`config.mk`:
```
export PLATFORM = sky130hd
export DESIGN_NAME = multi_operand_calc
export DESIGN_NICKNAME = d
export VERILOG_FILES = /design/src/rtl/calc_pkg.sv /design/src/rtl/multi_operand_calc_debounce.sv /design/src/rtl/multi_operand_calc.sv
export SDC_FILE = /design/constraint.sdc
export NUM_CORES = 1
export LEC_CHECK = 0
export ABC_AREA = 1
export CAP_MARGIN = 10
export CORE_ASPECT_RATIO = 1.75
export CORE_MARGIN = 2
export CORE_UTILIZATION = 55
export CTS_CLUSTER_DIAMETER = 100
export DETAILED_ROUTE_END_ITERATION = 16
export PLACE_DENSITY_LB_ADDON = 0.1
export SLEW_MARGIN = 20
export SYNTH_ARGS = -nofsm -noshare
export SYNTH_HDL_FRONTEND = slang
export SYNTH_SLANG_ARGS = --single-unit
```
`constraint.sdc`:
```
create_clock -name clk -period 2 [get_ports clk]
set_input_delay 0.2 -clock clk [delete_from_list [all_inputs] [get_ports clk]]
set_output_delay 0.2 -clock clk [all_outputs]
set_load 0.01 [all_outputs]
```
`src/rtl/calc_pkg.sv`:
```
// Shared types, display constants and sizing helpers for the multi-operand calculator.
package calc_pkg;

    typedef enum logic [1:0] {
        IDLE    = 2'd0,
        CAPTURE = 2'd1,
        CONVERT = 2'd2,
        SHOW    = 2'd3
    } state_e;

    localparam logic [6:0] SEG_BLANK = 7'b0000000;
    localparam logic [6:0] SEG_DASH  = 7'b1000000;

    function automatic logic [6:0] digit_to_seg(input logic [3:0] d);
        case (d)
            4'd0:    digit_to_seg = 7'h3F;
            4'd1:    digit_to_seg = 7'h06;
            4'd2:    digit_to_seg = 7'h5B;
            4'd3:    digit_to_seg = 7'h4F;
            4'd4:    digit_to_seg = 7'h66;
            4'd5:    digit_to_seg = 7'h6D;
            4'd6:    digit_to_seg = 7'h7D;
            4'd7:    digit_to_seg = 7'h07;
            4'd8:    digit_to_seg = 7'h7F;
            4'd9:    digit_to_seg = 7'h6F;
            default: digit_to_seg = SEG_BLANK;
        endcase
    endfunction

    function automatic int acc_width(input int width, input int num_ops);
        return width + $clog2(num_ops) + 1;
    endfunction

    // Enough BCD digits to hold any value of the given bit width.
    function automatic int bcd_digits(input int bits);
        return (bits + 2) / 3;
    endfunction

endpackage

```
`src/rtl/multi_operand_calc_debounce.sv`:
```
// Button conditioning: 2-flop synchroniser, down-counter debounce and rising-edge press pulse.
module debounce #(
    parameter int DEBOUNCE_CYCLES = 250000
) (
    input  logic clk,
    input  logic rst,
    input  logic btn_i,
    output logic press_o
);
    localparam int CW = $clog2(DEBOUNCE_CYCLES);
    localparam logic [CW-1:0] RELOAD = CW'(DEBOUNCE_CYCLES - 1);

    logic meta_q, sync_q;
    logic level_q, level_d;
    logic level_prev_q;
    logic [CW-1:0] cnt_q, cnt_d;

    // Filter comes out of reset as "held", so a button held through reset never yields a press.
    always_ff @(posedge clk or posedge rst) begin
        if (rst) begin
            meta_q       <= 1'b1;
            sync_q       <= 1'b1;
            level_q      <= 1'b1;
            level_prev_q <= 1'b1;
            cnt_q        <= RELOAD;
        end else begin
            meta_q       <= btn_i;
            sync_q       <= meta_q;
            level_q      <= level_d;
            level_prev_q <= level_q;
            cnt_q        <= cnt_d;
        end
    end

    always_comb begin
        level_d = level_q;
        cnt_d   = RELOAD;
        if (sync_q != level_q) begin
            if (cnt_q == '0) begin
                level_d = sync_q;
            end else begin
                cnt_d = cnt_q - CW'(1);
            end
        end
    end

    assign press_o = level_q & ~level_prev_q;

endmodule

```
`src/rtl/multi_operand_calc.sv`:
```
// Button-driven calculator: accumulates NUM_OPERANDS switch values, converts to BCD, drives 7-seg digits.
// state   | meaning
// IDLE    | blank display, waiting for the first operand
// CAPTURE | collecting further operands into the accumulator
// CONVERT | double-dabble of |acc|, busy high
// SHOW    | result on the display, a press starts over
module multi_operand_calc
    import calc_pkg::*;
#(
    parameter int WIDTH           = 4,
    parameter int NUM_OPERANDS    = 2,
    parameter int DIGITS          = 2,
    parameter int DEBOUNCE_CYCLES = 250000
) (
    input  logic                  clk,
    input  logic                  rst,
    input  logic                  button,
    input  logic                  mode,
    input  logic [WIDTH-1:0]      x,
    output logic [7*DIGITS-1:0]   seg,
    output logic                  neg,
    output logic                  ovf,
    output logic [2:0]            op_idx,
    output logic                  busy
);
    localparam int ACC_W = acc_width(WIDTH, NUM_OPERANDS);
    localparam int BCD_N = (bcd_digits(ACC_W) > DIGITS) ? bcd_digits(ACC_W) : DIGITS;
    localparam int SH_W  = 4 * BCD_N + ACC_W;
    localparam int CNT_W = $clog2(ACC_W + 1);
    localparam int OPC_W = $clog2(NUM_OPERANDS + 1);
    localparam logic [CNT_W-1:0] DD_LOAD = CNT_W'(ACC_W);
    localparam logic [OPC_W-1:0] OP_LAST = OPC_W'(NUM_OPERANDS);

    logic rst_meta_q, rst_int_q;

    always_ff @(posedge clk or posedge rst) begin
        if (rst) begin
            rst_meta_q <= 1'b1;
            rst_int_q  <= 1'b1;
        end else begin
            rst_meta_q <= 1'b0;
            rst_int_q  <= rst_meta_q;
        end
    end

    logic press;

    debounce #(
        .DEBOUNCE_CYCLES(DEBOUNCE_CYCLES)
    ) u_debounce (
        .clk    (clk),
        .rst    (rst_int_q),
        .btn_i  (button),
        .press_o(press)
    );

    state_e state_q, state_d;
    logic [ACC_W-1:0] acc_q, acc_d;
    logic             mode_q, mode_d;
    logic [OPC_W-1:0] op_cnt_q, op_cnt_d;
    logic             neg_q, neg_d;
    logic [CNT_W-1:0] dd_cnt_q, dd_cnt_d;
    logic [SH_W-1:0]  shift_q, shift_d;

    logic             start, accumulate, conv_load, conv_done, all_captured;
    logic [ACC_W-1:0] x_ext, acc_mag;
    logic [SH_W-1:0]  dabble;

    assign x_ext        = {{(ACC_W-WIDTH){1'b0}}, x};
    assign all_captured = (state_q == CAPTURE) && (op_cnt_q == OP_LAST);
    assign start        = press && (state_q == IDLE || state_q == SHOW);
    assign accumulate   = press && (state_q == CAPTURE) && (op_cnt_q != OP_LAST);
    assign conv_load    = (state_q == CONVERT) && (dd_cnt_q == DD_LOAD);
    assign conv_done    = (state_q == CONVERT) && (dd_cnt_q == '0);
    assign acc_mag      = acc_q[ACC_W-1] ? -acc_q : acc_q;

    always_ff @(posedge clk or posedge rst_int_q) begin
        if (rst_int_q) begin
            state_q <= IDLE;
        end else begin
            state_q <= state_d;
        end
    end

    always_comb begin
        state_d = state_q;
        case (state_q)
            IDLE:    if (press) state_d = CAPTURE;
            CAPTURE: if (all_captured) state_d = CONVERT;
            CONVERT: if (conv_done) state_d = SHOW;
            SHOW:    if (press) state_d = CAPTURE;
            default: state_d = IDLE;
        endcase
    end

    always_comb begin
        busy   = (state_q == CONVERT);
        neg    = neg_q;
        op_idx = (32'(op_cnt_q) > 7) ? 3'd7 : 3'(op_cnt_q);
        ovf    = 1'b0;
        for (int i = DIGITS; i < BCD_N; i++) begin
            if (shift_q[ACC_W + 4*i +: 4] != 4'd0) ovf = 1'b1;
        end
        if (state_q != SHOW) ovf = 1'b0;
        seg = '0;
        for (int d = 0; d < DIGITS; d++) begin
            if (state_q != SHOW)  seg[7*d +: 7] = SEG_BLANK;
            else if (ovf)         seg[7*d +: 7] = SEG_DASH;
            else                  seg[7*d +: 7] = digit_to_seg(shift_q[ACC_W + 4*d +: 4]);
        end
    end

    // One double-dabble step: add 3 to every BCD nibble >= 5, then shift left.
    always_comb begin
        dabble = shift_q;
        for (int i = 0; i < BCD_N; i++) begin
            if (dabble[ACC_W + 4*i +: 4] >= 4'd5)
                dabble[ACC_W + 4*i +: 4] = dabble[ACC_W + 4*i +: 4] + 4'd3;
        end
        dabble = {dabble[SH_W-2:0], 1'b0};
    end

    always_comb begin
        acc_d    = acc_q;
        mode_d   = mode_q;
        op_cnt_d = op_cnt_q;
        neg_d    = neg_q;
        dd_cnt_d = dd_cnt_q;
        shift_d  = shift_q;
        if (start) begin
            acc_d    = x_ext;
            mode_d   = mode;
            op_cnt_d = OPC_W'(1);
            neg_d    = 1'b0;
        end else if (accumulate) begin
            acc_d    = mode_q ? (acc_q - x_ext) : (acc_q + x_ext);
            op_cnt_d = op_cnt_q + OPC_W'(1);
        end
        if (all_captured) dd_cnt_d = DD_LOAD;
        if (state_q == CONVERT) begin
            if (conv_load) begin
                shift_d = {{(4*BCD_N){1'b0}}, acc_mag};
                neg_d   = acc_q[ACC_W-1];
            end else begin
                shift_d = dabble;
            end
            if (conv_done) op_cnt_d = '0;
            else           dd_cnt_d = dd_cnt_q - CNT_W'(1);
        end
    end

    always_ff @(posedge clk or posedge rst_int_q) begin
        if (rst_int_q) begin
            acc_q    <= '0;
            mode_q   <= 1'b0;
            op_cnt_q <= '0;
            neg_q    <= 1'b0;
            dd_cnt_q <= '0;
            shift_q  <= '0;
        end else begin
            acc_q    <= acc_d;
            mode_q   <= mode_d;
            op_cnt_q <= op_cnt_d;
            neg_q    <= neg_d;
            dd_cnt_q <= dd_cnt_d;
            shift_q  <= shift_d;
        end
    end

endmodule

```
==> results.toml <==
[outcome]
status = "complete, no violations"

[clock_network]
cts.sinks = 53
clk_latency_ns = 0.32
cts_hold_buffers = 0
clockBufferDepth = 2
clk_pin_slew_ns = 0.10
cts_tree = "built"
cts-htree-levels = 2
cts_buffers = 5
root_buffer = "clkbuf_8"

[power]
pwr-share-seq_pct = 36.3
swShare_pct = 41.0
p_sw_uw = 1710
leakage_uw = 0.00205
vdd_ir_drop_max_uv = 800
internal_power_uw = 2460
p_per_area_nw_per_um2 = 1040
clkPwrFrac_pct = 14.6
combPwrFrac_pct = 49.0
finalPower_uw = 4170

[sta]
finalHoldWorstSlack_ns = 0.190
min_period_ns = 1.89
tightest_slew_ns = 0.577
grt_setup_unrepaired = "no"
setup_viol_count_final = 0
hold_viol_final = 0
slew_headroom_pct = 61.5
fmax_ghz = 0.528
slew_viol_final = 0
setup_ws_ns = 0.106
clock_skew_ns = 0.00917
finalCritPeriodShare_pct = 94.7

[critical_path]
start_kind = "register"
crit_fanout = 3
worst_ep_arrival_time_ns = 1.69
required_ns = 1.80
cp-end-kind = "output port"
critPathKind = "reg2out"

[routing]
detail-route-antenna-nets = 0
routed_wl_um = 7350
viasPerCell = 5.30
wl_per_cell_um = 13.2
top_layer = "met4"
dr_wl_met3_um = 137
drt-met1-wl_um = 2850
drc = 0
drt_iter0_markers = 136
num_vias = 2956
met2_length_um = 4180
dr.pass1.iters = 4

[place]
port_buffers = 25
dp_hpwl_um = 5750
dpl_worst_slack_ns = -0.181
routabilityCongestion = 0.846

[logic_synthesis]
synth_edf_count = 0
yosysSeqAreaShare_pct = 39.1
synthCells = 432
synth_ff_type = "dfrtp_1"
syn_area_per_cell_um2 = 7.96
ys_ff_latch = 53
yosys_warnings = 0
synth-async-reset-ratio_pct = 100
yosys.area.top_type = "dfrtp_1"
synth.top_cell.area_share_pct = 26.9
synth_cell_types = 41
syn-cell-area_um2 = 3440
synth_area_leaders = "dfrtp_1 (27%), dfstp_2 (12%), ha_1 (9.8%), nand2_1 (8.8%), inv_1 (7.0%)"

[final_layout]
final_core_util_pct = 65.2
diodes = 0
area_growth_pct = 16.3
drive_gt1_share_pct = 16.9
layout.nets = 513
fillers = 564

[global_routing]
overflow = 0
grt_first_pass_wirelength_um = 12500
grt_antenna_before_repair = 0
grt_max_degree = 30
grt_pass1_vias = 2798
track_usage_pct = 22.9

[floorplan]
rows = 38
core_um2 = 6130
ioPinCount = 28
die-height_um = 109
fp.dieW_um = 63.8
die-area_um2 = 6930
initial_utilization_pct = 56.1

[hold_path]
hp-class = "in2async"

[job]
drv_cap = 0
sequential cells by signal, summed over array words and instances, names as in the netlist, 2 cells and up:
register / flops
acc_q: 6
dd_cnt_q: 3
op_cnt_q: 2
shift_q: 14
state_q: 2
u_debounce.cnt_q: 18
layer usage:
metal  up-vias  global-route usage [%]
met5         -                       0
met4         0                    9.16
met3        16                    3.30
met2        42                    44.3
met1      1409                    24.2
li1       1489                       -
placed cells by master (no fill, tap or decap), types with 10 or more instances in the layout:
master / netlist / final
nand2_1: 81 / 80
inv_1: 64 / 60
nor2_1: 46 / 46
dfrtp_1: 37 / 35
nand3_1: 33 / 32
ha_1: 27 / 25
o21ai_0: 24 / 19
a21oi_1: 19 / 18
buf_4: 3 / 18
dfstp_2: 16 / 16
clkdlybuf4s50_1: 0 / 10
dlygate4sd2_1: 0 / 10
through the flow:
step | TNS [ns] | std cells | area [µm²]
floorplan | 0 | 434 | 3450
global placement | -0.607 | 545 | 3850
detailed placement | -0.836 | 545 | 3850
CTS | 0 | 558 | 3970
global route | 0 | 558 | 4000
finish | 0 | 558 | 4000
path summary, 6_finish.rpt:
path	to	cells after the start	startpoint	slack (ns)
hold reg to reg	state_q[0]	1	rst_int_q	0.32
min in group clk	u_debounce.meta_q	1	button	0.29
max in group asynchronous	u_debounce.meta_q	2	rst_int_q	1.04
setup / recovery	seg[3]	6	shift_q[6]	0.11
setup reg to reg	u_debounce.cnt_q[6]	7	u_debounce.cnt_q[0]	0.22
hold / removal	rst_int_q	2	rst	0.19
cell families after synthesis:
group	count (synthesis)	share of synthesized area, %
xor+xnor	13	3.31
flops	53	39.1
fa+ha+maj	28	10.4
simple gates	196	26.8
buf+inv	74	8.73
other cells	1	0.109
compound gates	67	11.5
area by class of cell:
type                            instances  area, µm²  share of cell area (%)
Clock buffer                            6       72.6                    1.81
Clock inverter                          2       13.8                   0.344
Inverter                               67        253                    6.32
Multi-Input combinational cell        307       1830                    45.7
Sequential cell                        53       1350                    33.7
Tap cell                               80        100                    2.50
Timing Repair Buffer                   43        385                    9.63
cells in the mapped netlist (all sizes together) (2+ instances only):
library cell  count
nand3            36
a211oi            2
dfstp            16
nand2            87
nand4             3
nor3             10
xor2              6
xnor2             7
nor2             58
ha               27
a21oi            19
o22ai             6
o221ai            6
o21ai            26
buf               6
o211ai            2
inv              66
a22oi             3
dfrtp            37
power groups by stage:
| stage | combinational [µW] | sequential, µW | clock [µW] |
|---|---|---|---|
| floorplan | 1300 | 1490 | 0 |
| global placement | 2030 | 1530 | 0 |
| detailed placement | 2080 | 1540 | 0 |
| CTS | 2050 | 1510 | 628 |
| global route | 2320 | 1550 | 669 |
| finish | 2040 | 1510 | 610 |
what timing repair did:
action                                  in CTS  in global routing
endpoints found under the setup margin      14                  8
cloned                                       0                  0
pin swaps                                    0                  3
buffers inserted                             5                  0
gates resized for setup                     19                 11
worst max-delay path, stage by stage, from the launching register on:
cell           delay [ns]
dfrtp_1              0.42
buf_4                0.16
ha_1                 0.22
o21ai_1              0.16
nor2_1               0.06
nor2_1               0.10
dlygate4sd2_1        0.28
Power figures use the tool's default switching activity.
